File: config.mk
export PLATFORM = sky130hd
export DESIGN_NAME = key_repeat_ctrl
export DESIGN_NICKNAME = d
export VERILOG_FILES = /design/src/rtl/key_repeat_ctrl.sv
export SDC_FILE = /design/constraint.sdc
export NUM_CORES = 1
export LEC_CHECK = 0
export ABC_CLOCK_PERIOD_IN_PS = 8000
export CAP_MARGIN = 20
export CORE_UTILIZATION = 25
export CTS_CLUSTER_DIAMETER = 200
export DETAILED_ROUTE_END_ITERATION = 8
export MAX_ROUTING_LAYER = met4
export PLACE_DENSITY_LB_ADDON = 0.08
export SYNTH_ARGS = -nofsm -noshare
export SYNTH_HDL_FRONTEND = slang
export SYNTH_SLANG_ARGS = --single-unit
File: constraint.sdc
create_clock -name iCLK -period 8 [get_ports iCLK]
set_clock_uncertainty 0.15 [all_clocks]
set_input_delay 0.8 -clock iCLK [delete_from_list [all_inputs] [get_ports iCLK]]
set_output_delay 0.8 -clock iCLK [all_outputs]
set_load 0.1 [all_outputs]
File: src/rtl/key_repeat_ctrl.sv
// N-channel push-button front end: synchroniser, debouncer, press/release pulses
// and hold-to-auto-repeat event generator, one independent pipeline per key.
module key_repeat_ctrl #(
  parameter int N_KEYS       = 4,
  parameter int ACTIVE_LOW   = 1,
  parameter int DEBOUNCE_CYC = 250000,
  parameter int REPEAT_DELAY = 25000000,
  parameter int REPEAT_RATE  = 5000000
) (
  input  logic              iCLK,
  input  logic              iRST,
  input  logic [N_KEYS-1:0] iKEY,
  input  logic [N_KEYS-1:0] iREPEAT_EN,
  output logic [N_KEYS-1:0] oLEVEL,
  output logic [N_KEYS-1:0] oPRESS,
  output logic [N_KEYS-1:0] oRELEASE,
  output logic [N_KEYS-1:0] oEVENT,
  output logic              oANY
);

  localparam int DB_W  = $clog2(DEBOUNCE_CYC + 1);
  localparam int T_MAX = (REPEAT_DELAY > REPEAT_RATE) ? REPEAT_DELAY : REPEAT_RATE;
  localparam int TW    = $clog2(T_MAX);

  localparam logic [DB_W-1:0] DB_LAST   = DB_W'(DEBOUNCE_CYC - 1);
  localparam logic [TW-1:0]   DLY_LAST  = TW'(REPEAT_DELAY - 1);
  localparam logic [TW-1:0]   RATE_LAST = TW'(REPEAT_RATE - 1);

  typedef enum logic [1:0] {
    IDLE   = 2'd0,
    DELAY  = 2'd1,
    REPEAT = 2'd2
  } state_t;

  // Everything past this point is active-high: 1 = pressed.
  logic [N_KEYS-1:0] key_norm;
  assign key_norm = (ACTIVE_LOW != 0) ? ~iKEY : iKEY;

  genvar gi;
  generate
    for (gi = 0; gi < N_KEYS; gi++) begin : g_key
      logic            s1_reg;
      logic            s2_reg;
      logic            level_reg;
      logic            press_reg;
      logic            release_reg;
      logic            event_reg;
      logic [DB_W-1:0] db_cnt_reg;
      logic            accept;
      logic            press_next;
      logic            release_next;
      state_t          state_reg;
      state_t          state_next;
      logic [TW-1:0]   timer_reg;
      logic [TW-1:0]   timer_next;
      logic            event_next;

      assign accept       = (s2_reg != level_reg) && (db_cnt_reg == DB_LAST);
      assign press_next   = accept && s2_reg;
      assign release_next = accept && !s2_reg;

      always_ff @(posedge iCLK or posedge iRST) begin
        if (iRST) begin
          s1_reg      <= 1'b0;
          s2_reg      <= 1'b0;
          level_reg   <= 1'b0;
          db_cnt_reg  <= '0;
          press_reg   <= 1'b0;
          release_reg <= 1'b0;
        end else begin
          s1_reg <= key_norm[gi];
          s2_reg <= s1_reg;
          // Any return to the stable level restarts the count.
          if (s2_reg == level_reg) begin
            db_cnt_reg <= '0;
          end else if (accept) begin
            level_reg  <= s2_reg;
            db_cnt_reg <= '0;
          end else begin
            db_cnt_reg <= db_cnt_reg + DB_W'(1);
          end
          press_reg   <= press_next;
          release_reg <= release_next;
        end
      end

      always_ff @(posedge iCLK or posedge iRST) begin
        if (iRST) begin
          state_reg <= IDLE;
          timer_reg <= '0;
          event_reg <= 1'b0;
        end else begin
          state_reg <= state_next;
          timer_reg <= timer_next;
          event_reg <= event_next;
        end
      end

      always_comb begin
        state_next = state_reg;
        timer_next = timer_reg;
        event_next = 1'b0;
        // A release wins over a repeat that would fire in the same cycle.
        if (release_next) begin
          state_next = IDLE;
          timer_next = '0;
        end else begin
          case (state_reg)
            IDLE: begin
              if (press_next) begin
                event_next = 1'b1;
                state_next = DELAY;
                timer_next = '0;
              end
            end
            DELAY: begin
              if (!iREPEAT_EN[gi]) begin
                timer_next = '0;
              end else if (timer_reg == DLY_LAST) begin
                event_next = 1'b1;
                state_next = REPEAT;
                timer_next = '0;
              end else begin
                timer_next = timer_reg + TW'(1);
              end
            end
            REPEAT: begin
              if (!iREPEAT_EN[gi]) begin
                state_next = DELAY;
                timer_next = '0;
              end else if (timer_reg == RATE_LAST) begin
                event_next = 1'b1;
                timer_next = '0;
              end else begin
                timer_next = timer_reg + TW'(1);
              end
            end
            default: begin
              state_next = IDLE;
              timer_next = '0;
            end
          endcase
        end
      end

      assign oLEVEL[gi]   = level_reg;
      assign oPRESS[gi]   = press_reg;
      assign oRELEASE[gi] = release_reg;
      assign oEVENT[gi]   = event_reg;
    end
  endgenerate

  assign oANY = |oLEVEL;

endmodule

==> flow_summary_export.csv, run 1 <==
group,metric,value,unit
run_status,status,"complete, no violations",
power,p_sw,0.5240,mW
critical_path,start_kind,"flip-flop",
power,vdd_ir_drop_max,0.0001354,V
detailed_routing,postRouteWirelength,25.99,mm
place,placed_area,11620,um^2
sta,setup_violations,0,
critical_path,crit_type,"reg -> out",
detailed_routing,firstDrtPassIters,4,
detailed_routing,drc,0,
floorplan,fp.dieH,210.1,um
global_route,grt_max_degree,93,
clocking,clock-root-buffer,"clkbuf_16",
critical_path,crit_arrival,2560,ps
detailed_routing,highest_layer,"met4",
critical_path,crit_family,"buffers and inverters",
synthesis,yosysWarnings,0,
critical_path,crit_slowest_cell,"clkdlybuf4s50_1",
layout,layout.nets,1193,
synthesis,synth_area,10830,um^2
sta,timing.final.crit_share,0.4392,
sta,worstMarginPinSlew,1008,ps
synthesis,syn_inst,1139,
critical_path,crit_required,7050,ps
synthesis,synth_top_area_frac,0.4713,
detailed_routing,avgRoutedWirePerCell,14.83,um
synthesis,synth_most_common_cell,"dfrtp_1",
clocking,h-tree-depth,1,
critical_path,startpoint,"g_key[2].level_reg",
clocking,holdBufCountCts,0,
synthesis,synth_cell_types,61,
power,seqPwrFrac,0.453,
floorplan,initial_utilization,0.2559,
clocking,post_cts_buffers,0,
critical_path,cp_max_fo,4,
critical_path,crit_cells,2,
synthesis,synth_area_leaders,"dfrtp_1 47%, nor2_1 6.1%, xor2_1 5.4%, xnor2_1 4.8%, nand2_1 3.5%",
critical_path,r2r_cells,6,
clocking,clk_pin_slew_worst_paths,60,ps
sta,hold_slack,198.2,ps
detailed_routing,drtIter0Drc,509,
critical_path,r2r_start,"g_key[2].timer_reg[21]",
layout,n_antenna_cell,0,
synthesis,synth-edff-count,0,
detailed_routing,wl_met3,799,um
sta,slew_violations,0,
synthesis,ys_seq_elements,204,
sta,period_minus_slack,3514,ps
synthesis,synthFlopType,"dfrtp_1",
detailed_routing,route.met2.wl,11.56,mm
detailed_routing,ant_nets,0,
critical_path,r2r-end,"g_key[2].timer_reg[17]",
global_route,antenna_found_initial,0,
clocking,cts_tree,"yes",
sta,fin_tns_setup,0,ps
layout,fin_area,12520,um^2
layout,syn_to_final_growth,15.58,%
power,swShare,0.2265,
critical_path,crit_path_max_incr_delay,980,ps
power,p_per_area,184.8,nW/um^2
place,routabilityCongestion,0.7560,
critical_path,cp_num_buf_inv,1,
synthesis,seq_area_frac_synth,0.4713,
critical_path,path_cells,"or4_1, clkdlybuf4s50_1",
synthesis,synth_nets,1176,
layout,utilization,0.2958,
floorplan,die_area,44160,um^2
global_route,grt_pass1_vias,8310,
clocking,clock_path_buffers,3,
power,power,2.314,mW
power,internal-power,1.790,mW
global_route,overflow,0,
global_route,grtUsageTotal,0.1253,
clocking,clock_latency,560,ps
layout,largest_reg_flops,100,
detailed_routing,wl_met1,13.02,mm
critical_path,r2r_slack,4810,ps
layout,nFillCells,4460,
sta,fmax,284.6,MHz
power,combPwrFrac,0.021,
place,post-dp-hpwl,16.98,mm
synthesis,synth-async-reset-ratio,1.000,
sta,rsz0062_at_grt,"no",
synthesis,synth_top_area_cell,"dfrtp_1",
sta,hold_viol,0,
run,max_cap_viol_count,0,
floorplan,ios,27,
sta,maxSlewHeadroom,0.3260,
detailed_routing,dr_total_vias,8124,
critical_path,endpoint,"oANY",
detailed_routing,routed_via_density,4.634,
floorplan,fp-row-count,75,
floorplan,die_x,210.1,um
global_route,grt_pass1_wl,44.28,mm
clocking,clock-sinks,204,
critical_path,cp-end-kind,"output port",
clocking,cts_resized,0,
min_path,hold_class,"reg -> reg",
min_path,holdPathStages,0,
place,io_buffers,26,
floorplan,core_area,42320,um^2
layout,drive_gt1_frac,0.06037,
power,leakage,5.174,nW
power,power.clock.fraction,0.526,
synthesis,synth.avg_cell_area,9.509,um^2
synthesis,ys_top_cells_by_count,"204 x dfrtp_1, 177 x nor2_1, 101 x nand2_1",
clocking,cts_made_buffers,28,
-- power by group through the flow --
| stage | Sequential [mW] | Clock [mW] | Combinational, mW |
|---|---|---|---|
| floorplan | 1.06 | 0 | 0.0322 |
| global placement | 1.07 | 0 | 0.0522 |
| detailed placement | 1.07 | 0 | 0.0518 |
| CTS | 1.05 | 1.27 | 0.0521 |
| global route | 1.05 | 1.31 | 0.0578 |
| finish | 1.05 | 1.22 | 0.0480 |
-- metal layers --
metal	global-route usage	vias to the layer above
li1	-	4019
met1	0.1692	3980
met2	0.1935	82
met3	0.02160	43
met4	0.03272	0
met5	-	-
-- worst reg2reg max path: stages (launching register included) --
cell	delay, ps
dfrtp_1	420
or4_1	530
nor4_1	410
a21boi_0	160
o21bai_1	570
and2_1	660
nor2_1	140
-- per-stage QoR --
stage	std cells	setup WS, ps
global placement	1703	4831
floorplan	1139	1483
CTS	1753	4422
finish	1753	4486
global route	1753	4428
detailed placement	1703	4770
-- worst min path at each step --
| stage | from | end | slack, ps |
|---|---|---|---|
| after CTS | g_key[3].s1_reg | g_key[3].s2_reg | 200 |
| after global placement | g_key[0].s1_reg | g_key[0].s2_reg | 180 |
| final | g_key[3].s1_reg | g_key[3].s2_reg | 200 |
| after detailed placement | g_key[3].s1_reg | g_key[3].s2_reg | 190 |
| after floorplan | g_key[0].s1_reg | g_key[0].s2_reg | 180 |
| after global routing | g_key[0].s1_reg | g_key[0].s2_reg | 210 |
-- area by class of cell --
| cell class | instances | area (um^2) | share of cell area |
|---|---|---|---|
| multi-input cells | 857 | 5354 | 0.4277 |
| flip-flops and latches | 204 | 5105 | 0.4078 |
| well taps | 577 | 721.9 | 0.05767 |
| clock buffers | 42 | 824.5 | 0.06587 |
| clock inverters | 8 | 68.82 | 0.005497 |
| inverters | 31 | 123.9 | 0.009895 |
| repair buffers | 34 | 320.3 | 0.02559 |
-- cells in the final DEF, fill, tap and decap left out, types with 27 or more instances in the layout --
master / netlist / routed
nand4_1: 49 / 49
nand2_1: 101 / 101
inv_1: 31 / 30
dfrtp_1: 204 / 204
nand3_1: 66 / 66
and3_1: 34 / 34
clkbuf_16: 0 / 29
xor2_1: 67 / 67
nor2_1: 177 / 177
xnor2_1: 59 / 59
ha_1: 27 / 27
-- kinds of logic after synthesis --
kind of cell    share of synthesized area
compound gates                    0.06874
simple gates                       0.2849
buf+inv                           0.03431
fa+ha+maj                         0.03119
xor+xnor                           0.1019
flops                              0.4713
mux                              0.007625
No activity file was read; power rests on OpenSTA's default activity.
==> run 2: changes to the inputs <==
- ABC_CLOCK_PERIOD_IN_PS: 8000 -> 3600
- clock period: 8 -> 3.6 ns (I/O delays scaled with it)
==> flow_summary_export.csv, run 2 (synthesis gave the netlist of run 1 again) <==
group,metric,value,unit
floorplan,fp-row-count,75,
sta,fin_ws,495.7,ps
detailed_routing,firstDrtPassIters,6,
clocking,cts_resized,0,
place,place_ws,627.7,ps
floorplan,fp.dieH,210.1,um
run_status,status,"complete, no violations",
layout,drive_gt1_frac,0.06932,
global_route,antenna_found_initial,0,
layout,multiInputGateArea,5354,um^2
global_route,grtUsageTotal,0.1243,
sta,fmax,322.1,MHz
detailed_routing,routed_via_density,4.623,
clocking,clk_pin_slew_worst_paths,60,ps
sta,rsz0062_at_grt,"no",
sta,worstMarginPinSlew,987.0,ps
sta,hold_viol,0,
clocking,holdBufCountCts,0,
critical_path,cp-end-kind,"output port",
clocking,clock_path_buffers,3,
place,io_buffers,26,
critical_path,r2r_cells,5,
sta,maxSlewHeadroom,0.3400,
detailed_routing,avgRoutedWirePerCell,14.53,um
clocking,cts_made_buffers,28,
layout,syn_to_final_growth,16.97,%
layout,layout.nets,1199,
layout,n_antenna_cell,0,
sta,period_minus_slack,3104,ps
clocking,clock-sinks,204,
place,routabilityCongestion,0.7397,
critical_path,r2r_slack,680,ps
layout,nFillCells,4402,
min_path,min_to,"g_key[0].s1_reg",
critical_path,crit_arrival,2590,ps
min_path,holdPathStages,2,
power,vdd_ir_drop_max,0.0002957,V
critical_path,cp_max_fo,4,
detailed_routing,postRouteWirelength,25.57,mm
layout,final_common_cell,"dfrtp_1",
sta,slew_violations,0,
critical_path,start_kind,"flip-flop",
clocking,h-tree-depth,1,
place,post-dp-hpwl,16.64,mm
sta,timing.final.crit_share,0.8623,
critical_path,crit_required,3090,ps
clocking,clock-root-buffer,"clkbuf_16",
global_route,grt_pass1_wl,44.04,mm
min_path,min-delay-start,"iKEY[0]",
sta,setup_violations,0,
clocking,post_cts_buffers,0,
floorplan,die_area,44160,um^2
global_route,grt_pass1_vias,8363,
floorplan,die_x,210.1,um
floorplan,core_area,42320,um^2
floorplan,ios,27,
clocking,clock_latency,550,ps
power,leakage,5.249,nW
detailed_routing,dr_total_vias,8137,
critical_path,crit_type,"reg -> out",
clocking,cts_tree,"yes",
layout,largest_reg_flops,100,
sta,fin_tns_setup,0,ps
global_route,grt_max_degree,133,
critical_path,r2r_start,"g_key[3].db_cnt_reg[13]",
run,max_cap_viol_count,0,
min_path,hold_class,"in -> reg",
power,p_per_area,424.1,nW/um^2
detailed_routing,ant_nets,0,
critical_path,r2r-end,"g_key[3].timer_reg[13]",
detailed_routing,drtIter0Drc,463,
layout,layout_common_cells,"204 x dfrtp_1, 177 x nor2_1, 101 x nand2_1",
power,power,5.373,mW
detailed_routing,drc,0,
global_route,overflow,0,
floorplan,initial_utilization,0.2559,
layout,regArea,5105,um^2
run 2: changes by cell type in the layout (fill, tap and decap cells not counted), moves of 2 or more:
cell	change
clkinvlp_4	+2
clkbuf_1	-4
buf_4	+4
clkinv_2	+2
bufinv_16	+3
buf_12	+2
run 2: layer usage:
layer | vias up | global-route usage | part of all wire | routed length (um)
met5 | - | - | 0 | 0
met4 | 0 | 0.04078 | 0.031 | 793
li1 | 4031 | - | - | -
met2 | 89 | 0.1921 | 0.45 | 11560
met1 | 3970 | 0.1640 | 0.49 | 12420
met3 | 47 | 0.02235 | 0.031 | 793
run 2: worst max-delay path by stage:
stage                            startpoint                     end  slack, ps  cells past startpoint
floorplan                              iRST  g_key[0].db_cnt_reg[0]        450                      1
global placement    g_key[3].db_cnt_reg[13]  g_key[3].timer_reg[23]        650                      5
detailed placement  g_key[3].db_cnt_reg[13]  g_key[3].timer_reg[14]        630                      5
CTS                      g_key[2].level_reg                    oANY        420                      2
global route             g_key[2].level_reg                    oANY        420                      2
finish                   g_key[2].level_reg                    oANY        500                      2
run 2: worst max-delay path, cell delays in order, from the launching register on:
cell	delay, ps
dfrtp_1	500
or4_1	560
clkdlybuf4s50_1	980
run 2: cell type report:
| class | instances | share of cell area |
|---|---|---|
| multi-input cells | 857 | 0.4226 |
| flip-flops and latches | 204 | 0.4030 |
| clock buffers | 38 | 0.06390 |
| well taps | 577 | 0.05699 |
| repair buffers | 40 | 0.03081 |
| clock inverters | 13 | 0.01323 |
| inverters | 31 | 0.009481 |
run 2: report_power, final:
part | leakage, nW | switching [mW] | internal [mW]
registers | 2.70 | 0.0147 | 2.31
clock network | 0.486 | 1.09 | 1.85
logic | 2.06 | 0.0811 | 0.0307
run 2: per-stage QoR:
step	utilization	cell area [um^2]	hold WS, ps	instances
6_report	0.2993	12670	132.0	1760
3_3_place_gp	0.2762	11690	183.5	1709
2_1_floorplan	-	10830	181.2	1139
5_1_grt	0.2993	12670	125.2	1760
3_5_place_dp	0.2762	11690	184.7	1709
4_1_cts	0.2993	12670	95.33	1760
==> run 3: changes to the inputs <==
- ABC_CLOCK_PERIOD_IN_PS: 3600 -> 2550
- CELL_PAD_IN_SITES_DETAIL_PLACEMENT: default -> 0
- CELL_PAD_IN_SITES_GLOBAL_PLACEMENT: default -> 1
- clock period: 3.6 -> 2.55 ns (I/O delays scaled with it)
==> flow_summary_export.csv, run 3 (synthesis gave the netlist of run 1 again) <==
group,metric,value,unit
run_status,status,"complete, no violations",
critical_path,cp-end-kind,"flip-flop",
sta,hold_slack,34.48,ps
floorplan,core_area,42320,um^2
clocking,clock-sinks,204,
critical_path,crit_arrival,2800,ps
layout,final_cells,1842,
detailed_routing,drtIter0Drc,484,
clocking,h-tree-depth,1,
place,io_buffers,26,
min_path,hold_class,"in -> reg",
global_route,grtUsageTotal,0.1332,
layout,n_antenna_cell,0,
floorplan,initial_utilization,0.2559,
floorplan,fp.dieH,210.1,um
global_route,grt_most_used_layer,"met2",
layout,layout_common_cells,"204 x dfrtp_1, 177 x nor2_1, 107 x buf_4",
clocking,clock-root-buffer,"clkbuf_16",
min_path,min_to,"g_key[2].s1_reg",
detailed_routing,avgRoutedWirePerCell,15.06,um
place,routabilityCongestion,0.7558,
sta,period_minus_slack,2511,ps
layout,drive_gt1_frac,0.1644,
layout,nFillCells,4411,
critical_path,r2r_start,"g_key[3].db_cnt_reg[13]",
sta,timing.final.crit_share,0.9847,
sta,hold_viol,0,
layout,fin_area,13500,um^2
global_route,grt_max_degree,106,
layout,layout.nets,1288,
critical_path,start_kind,"flip-flop",
clocking,clk_pin_slew_worst_paths,60,ps
detailed_routing,firstDrtPassIters,7,
power,p_per_area,539.2,nW/um^2
global_route,antenna_found_initial,0,
global_route,met2_usage,0.2118,
run,max_cap_viol_count,0,
floorplan,ios,27,
power,leakage,5.827,nW
global_route,overflow,0,
critical_path,cp_max_fo,15,
critical_path,r2r_cells,7,
sta,setup_violations,0,
sta,worstMarginPinSlew,834.0,ps
detailed_routing,dr_total_vias,8395,
clocking,clock_path_buffers,3,
clocking,cts_tree,"yes",
clocking,cts_made_buffers,27,
place,placed_area,12290,um^2
critical_path,crit_family,"simple AND/OR/NAND/NOR gates",
place,post-dp-hpwl,18.50,mm
global_route,grtUsageMet1,0.1766,
critical_path,crit_slowest_cell,"or4_4",
layout,syn_to_final_growth,24.61,%
floorplan,die_area,44160,um^2
sta,fin_ws,39.08,ps
place,place_ws,-89.77,ps
detailed_routing,routed_via_density,4.558,
floorplan,fp-row-count,75,
sta,slew_violations,0,
sta,maxSlewHeadroom,0.4425,
layout,final_common_cell,"dfrtp_1",
sta,rsz0062_at_grt,"yes",
critical_path,crit_path_max_incr_delay,540,ps
place,placed_cells,1789,
power,vdd_ir_drop_max,0.0004041,V
detailed_routing,postRouteWirelength,27.74,mm
min_path,min-delay-start,"iKEY[2]",
min_path,holdPathStages,2,
critical_path,r2r-end,"g_key[3].timer_reg[24]",
layout,largest_reg_flops,100,
detailed_routing,drc,0,
clocking,clock_latency,550,ps
critical_path,crit_type,"reg -> reg",
floorplan,die_x,210.1,um
critical_path,startpoint,"g_key[3].db_cnt_reg[13]",
critical_path,path_cells,"or4b_1, or4_4, o21a_4, buf_12, nor4b_4, xnor2_1, nor2_1",
sta,fmax,398.3,MHz
critical_path,r2r_slack,40,ps
global_route,grt_pass1_vias,8774,
detailed_routing,ant_nets,0,
global_route,grt_util_met3,0.02041,
critical_path,cp_num_buf_inv,1,
power,power,7.276,mW
critical_path,crit_required,2840,ps
global_route,grt_pass1_wl,46.86,mm
## run 3: cell types whose count changed in the layout (fill, tap and decap cells not counted), sizes merged
cell	change
dlygate4sd3	+2
clkinv	-5
a211oi	+1
bufinv	-1
clkdlybuf4s50	-17
buf	+103
clkinvlp	-1
inv	+1
clkbuf	-1
## run 3: cell type report
cell class | count | area (um^2) | share of cell area
Tap cell | 577 | 721.9 | 0.05350
Multi-Input combinational cell | 858 | 5588 | 0.4141
Clock inverter | 7 | 113.9 | 0.008437
Clock buffer | 36 | 749.5 | 0.05554
Sequential cell | 204 | 5105 | 0.3783
Timing Repair Buffer | 129 | 1097 | 0.08131
Inverter | 31 | 120.1 | 0.008900
## run 3: timing repair
item | in CTS | in global routing
setup endpoints to repair | 38 | 105
gates cloned | 0 | 3
hold buffers | 2 | 0
buffers inserted | 0 | 5
gates resized for setup | 9 | 43
hold endpoints to repair | 2 | 0
pin swaps | 1 | 17
## run 3: how the worst max path moves through the flow
stage / endpoint / slack (ps) / depth (start not counted)
finish: g_key[3].timer_reg[24] / 40 / 7
global route: g_key[3].timer_reg[24] / -60 / 7
CTS: g_key[3].timer_reg[18] / 4 / 7
detailed placement: g_key[3].timer_reg[3] / -90 / 7
global placement: g_key[3].timer_reg[23] / -70 / 7
floorplan: g_key[0].db_cnt_reg[0] / -500 / 1
## run 3: worst reg2reg max path: stages (launching register included)
cell and delay [ps]:
dfrtp_1 390, or4b_1 500, or4_4 540, o21a_4 240, buf_12 150, nor4b_4 230
xnor2_1 150, nor2_1 60
## run 3: layer usage
layer,wire length [um],share of wire
met5,0,0
met1,13590,0.49
met4,654,0.024
met3,658,0.024
met2,12840,0.46
## run 3: power by group
part           internal, mW  switching [mW]  total, mW
sequential             3.26          0.0212       3.29
clock                  2.33            1.48       3.81
combinational        0.0596           0.121      0.180
## run 3: per-stage QoR
stage	setup TNS (ps)	util
2_1_floorplan	-101850	-
3_3_place_gp	-921.6	0.2903
3_5_place_dp	-1378	0.2903
4_1_cts	0	0.3123
5_1_grt	-549.7	0.3189
6_report	0	0.3189
==> RTL edit 1 (settings of run 2) <==
Encoding of `state_t`: now one-hot (3 bits for 3 states).
--- a/src/rtl/key_repeat_ctrl.sv
+++ b/src/rtl/key_repeat_ctrl.sv
@@ -26,10 +26,10 @@
   localparam logic [TW-1:0]   DLY_LAST  = TW'(REPEAT_DELAY - 1);
   localparam logic [TW-1:0]   RATE_LAST = TW'(REPEAT_RATE - 1);
 
-  typedef enum logic [1:0] {
-    IDLE   = 2'd0,
-    DELAY  = 2'd1,
-    REPEAT = 2'd2
+  typedef enum logic [2:0] {
+    IDLE   = 3'b001,
+    DELAY  = 3'b010,
+    REPEAT = 3'b100
   } state_t;
 
   // Everything past this point is active-high: 1 = pressed.
Function: no difference found for any inputs over 4 cycles, from zero or initial values and one cycle with iRST high; so few cycles prove little.
==> RTL edit 1 against run 2 <==
Die area decreased by 0.38%; routed wire length increased by 3.3%; synthesized area shrank 0.38%; total power fell by 5.1%; sequential cell count up 4; worst setup slack better by 0.31 ns; first-iteration DRC count fell by 5.8%; final area decreased by 1.6%; largest cell class unchanged; worst hold slack worse by 0.084 ns; non-clock buffer count down 1; sequential power rose by 2%; count of clock-buffer cells in the layout grew 7.
==> RTL edit 1: results (changes against run 2) <==
critical_path:
  cp_slowest_stage_delay_ns: 1.22  # +0.24 ns
  r2r_slack_ns: 0.81  # +0.13 ns
  crit_arrival_ns: 2.29  # -0.30 ns
  r2r-start: "g_key[1].timer_reg[10]$_DFFE_PP0P_"
  crit_path_start: "g_key[3].level_reg$_DFFE_PP0P_"
logic_synthesis:
  ys_seq_area_share_pct: 48.3  # +1.2 points
  synthDistinctLibCells: 69  # +13%
  yosys-top-cells-area: "dfrtp_1, nor2_1, xnor2_1, xor2_1, nand2_1"
  yosys-top-cells-count: "dfrtp_1, nor2_1, nand2_1, nand3_1, xnor2_1"
cts:
  cts_buffers: 27  # -3.6%
  ctsRootBufferMaster: "clkbuf_16"
  post_cts_buffers: 0  # unchanged
  clk_latency_ns: 0.55  # about the same
pwr:
  p_leak_nw: 5.08  # -3.2%
  ir_drop_v: 0.000272  # -7.9%
  power_switching_mw: 1.16  # -2.3%
route:
  avgViaCountPerCell: 4.78  # +3.4%
  finalWirelength_um: 26400  # +3.3%
  drtIter0Drc: 436  # -5.8%
  dr.pass1.iters: 4  # -2
global_routing:
  grt-ovfl-total: 0  # unchanged
  grt_pass1_wl_um: 45200  # +2.6%
  grt_max_degree: 80  # -40%
  grt_usage_pct: 12.8  # +0.40 points
  grt_pass1_vias: 8545  # +2.2%
cells_and_area:
  stdcell_area_sq_um: 12500  # -1.6%
  fin_nets: 1192  # -0.58%
  final.fill_count: 4488  # +2.0%
  final-seq-area_sq_um: 5210  # +2.1%
  layout-drive-gt1-share_pct: 6.71  # -0.23 points
placement:
  gp_congestion: 0.761  # +2.9%
  io_buffers: 26  # unchanged
  dp_hpwl_um: 18000  # +8.3%
sta:
  fin_hold_ws_ns: 0.0481  # -0.0839 ns
  slew_headroom_pct: 33.5  # -0.50 points
status:
  outcome: "finished clean"
worst_hold_path:
  hold_class: "input port to asynchronous set/reset pin"
## RTL edit 1: cell count changes after synthesis, moves of 8 or more
| cell | before | now |
|---|---|---|
| xor2_1 | 67 | 56 |
| or3_1 | 4 | 12 |
| and2_1 | 20 | 11 |
| a21oi_1 | 12 | 36 |
| nand2b_1 | 3 | 12 |
| ha_1 | 27 | 8 |
## RTL edit 1: stage by stage
stage | worst slack (ns) | cells
CTS | 0.711 | 1732
global placement | 0.775 | 1684
finish | 0.803 | 1732
detailed placement | 0.812 | 1684
floorplan | 0.393 | 1148
global route | 0.601 | 1732
## RTL edit 1: cells by family after synthesis
logic type	after synthesis	share of synthesized area, %
compound gates	147	9.27
flops	208	48.3
mux	11	1.08
fa+ha+maj	8	0.928
xor+xnor	113	9.17
buf+inv	73	3.31
simple gates	588	28.0
## RTL edit 1: worst paths after layout
kind	depth (start not counted)	to
max	1	oLEVEL[3]
min reg2reg	0	g_key[0].s2_reg$_DFF_PP0_
max reg2reg	6	g_key[1].timer_reg[10]$_DFFE_PP0P_
min in group iCLK	2	g_key[3].s1_reg$_DFF_PP0_
min	2	g_key[2].timer_reg[6]$_DFFE_PP0P_
max in group asynchronous	4	g_key[0].timer_reg[19]$_DFFE_PP0P_
## RTL edit 1: cell type report
cell class              instances  share of cell area, %
clock buffers                  45                   6.29
clock inverters                 3                  0.341
inverters                      31                  0.964
multi-input cells             867                   42.0
flip-flops and latches        208                   41.8
well taps                     539                   5.41
repair buffers                 39                   3.23
## RTL edit 1: power by group through the flow
stage          sequential, mW  clock [mW]  combinational [mW]
3_5_place_dp             2.43           0               0.157
2_1_floorplan            2.42           0              0.0998
4_1_cts                  2.38        2.69               0.158
3_3_place_gp             2.42           0               0.158
6_report                 2.38        2.57               0.149
5_1_grt                  2.39        2.77               0.175
## RTL edit 1: layer usage
layer	GRT usage (%)	wire, um
met1	17.7	13400
met4	3.50	508
met3	1.92	882
met5	-	0
met2	19.5	11700
==> RTL edit 2 (settings of run 2) <==
Made on the original files. `REPEAT_DELAY`: 25000000 -> 6250000.
--- a/src/rtl/key_repeat_ctrl.sv
+++ b/src/rtl/key_repeat_ctrl.sv
@@ -4,7 +4,7 @@
   parameter int N_KEYS       = 4,
   parameter int ACTIVE_LOW   = 1,
   parameter int DEBOUNCE_CYC = 250000,
-  parameter int REPEAT_DELAY = 25000000,
+  parameter int REPEAT_DELAY = 6250000,
   parameter int REPEAT_RATE  = 5000000
 ) (
   input  logic              iCLK,
Check against the original RTL: no difference found for any inputs over 4 cycles, from zero or initial values and one cycle with iRST high; that may be too few to reach the edited logic, so the function may still have changed.
==> RTL edit 2 against run 2 <==
Sequential power is 4% lower; count of clock-buffer cells in the layout shrank 16; worst setup slack better by 0.21 ns; clock power decreased by 34%; critical endpoint is now g_key[0].timer_reg[6]$_DFFE_PP0P_; final area decreased by 6.5%; routed wire length decreased by 4.7%; total power is 20% lower; sequential cell count fell by 8; synthesized area down 3.8%; largest cell class unchanged.
==> RTL edit 2: results (changes against run 2) <==
logic_synthesis:
  synth_fp_nets: 1140  # -3.1%
  synthDistinctLibCells: 73  # +20%
  ys.flop_type: "dfrtp_1"
  yosys-top-cells-area: "dfrtp_1, nor2_1, xor2_1, xnor2_1, nand2_1"
  async_flop_share_pct: 100  # unchanged
  ys_seq_area_share_pct: 47.1  # -0.082 points
  syn_avg_cell_area_sq_um: 9.45  # -0.61%
  yosys-top-cells-count: "dfrtp_1, nor2_1, nand2_1, nand3_1, xor2_1"
global_routing:
  grt_usage_pct: 12.4  # +0.013 points
  antenna_found_initial: 1  # +1
  grt_pass1_vias: 7659  # -8.4%
  grt_max_degree: 51  # -62%
  grt_pass1_wl_um: 41000  # -6.9%
pwr:
  p_int_mw: 3.32  # -21%
  p_leak_nw: 4.85  # -7.6%
  ir_drop_v: 0.000256  # -14%
cts:
  cts_buffers: 17  # -39%
  clk_latency_ns: 0.44  # -0.11 ns
  htreeDepth: 4  # +3
  cts_buffer_depth: 2  # -1
placement:
  postPlaceCellArea_sq_um: 11300  # -3.5%
  dp.cells: 1632  # -4.5%
  io_buffers: 26  # unchanged
  gp_congestion: 0.749  # +1.3%
route:
  avgViaCountPerCell: 4.67  # +0.93%
  dr.pass1.iters: 5  # -1
  detail_route.wl_per_cell_um: 14.7  # +0.91%
critical_path:
  cp_slowest_stage_delay_ns: 0.57  # -0.41 ns
  crit_fanout: 7  # +3
  slowest_stage: "or4_4"
status:
  outcome: "finished clean"
cells_and_area:
  largest_reg_flops: 92  # -8.0%
  layout-drive-gt1-share_pct: 7.43  # +0.50 points
  fin_nets: 1156  # -3.6%
  stdcell_count: 1663  # -5.5%
  multi_input_area_sq_um: 5140  # -4.0%
  final.fill_count: 4303  # -2.2%
sta:
  tightest_slew_ns: 0.984  # -0.00285 ns
worst_hold_path:
  hold_class: "input port to asynchronous set/reset pin"
-- RTL edit 2: cell count changes after synthesis, moves of 7 or more --
cell / change
xor2_1: -8
and4_1: -9
dfrtp_1: -8
a21oi_1: +7
or3_1: +13
and3_1: -9
and2_1: -7
-- RTL edit 2: cells by family after synthesis --
logic type / count (synthesis) / synth area share, %
AND/OR/NAND/NOR: 559 / 27.5
flip-flops: 196 / 47.1
AO/OA/AOI/OAI: 116 / 8.04
XOR/XNOR: 115 / 9.66
buffers and inverters: 82 / 3.67
adder cells (fa/ha/maj): 27 / 3.24
multiplexers: 8 / 0.852
-- RTL edit 2: worst max-delay path, delay by kind of cell (launching register included) --
family	cells	cell delay [ns]
AND/OR/NAND/NOR	3	1.31
AO/OA/AOI/OAI	3	0.87
flip-flops	1	0.46
-- RTL edit 2: layer usage --
| metal | track usage [%] | vias to the layer above | part of all wire (%) |
|---|---|---|---|
| met5 | - | - | 0 |
| met4 | 3.47 | 0 | 1.0 |
| met3 | 2.70 | 22 | 3.4 |
| met2 | 18.3 | 104 | 44 |
| met1 | 17.1 | 3749 | 51 |
| li1 | - | 3885 | - |
-- RTL edit 2: area by class of cell --
| type | count | area share, % |
|---|---|---|
| Multi-Input combinational cell | 825 | 43.4 |
| Sequential cell | 196 | 41.4 |
| Tap cell | 532 | 5.62 |
| Clock buffer | 22 | 3.92 |
| Timing Repair Buffer | 45 | 3.68 |
| Inverter | 34 | 1.11 |
| Clock inverter | 9 | 0.877 |
-- RTL edit 2: power groups by stage --
stage          clock (mW)  sequential [mW]  combinational, mW
2_1_floorplan           0             2.28             0.0876
4_1_cts              2.02             2.24              0.143
6_report             1.92             2.24              0.134
5_1_grt              2.09             2.24              0.157
3_3_place_gp            0             2.28              0.143
3_5_place_dp            0             2.28              0.142
-- RTL edit 2: worst paths after layout --
check	start	end	cells after the start	slack (ns)
min in group iCLK	g_key[0].s1_reg$_DFF_PP0_	g_key[0].s2_reg$_DFF_PP0_	0	0.20
worst max-delay path	g_key[0].db_cnt_reg[4]$_DFF_PP0_	g_key[0].timer_reg[6]$_DFFE_PP0P_	6	0.71
worst max register to register	g_key[0].db_cnt_reg[4]$_DFF_PP0_	g_key[0].timer_reg[6]$_DFFE_PP0P_	6	0.71
worst min register to register	g_key[0].s1_reg$_DFF_PP0_	g_key[0].s2_reg$_DFF_PP0_	0	0.20
worst min-delay path	iRST	g_key[3].db_cnt_reg[15]$_DFF_PP0_	2	0.18
max in group asynchronous	iRST	g_key[1].db_cnt_reg[7]$_DFF_PP0_	3	2.43
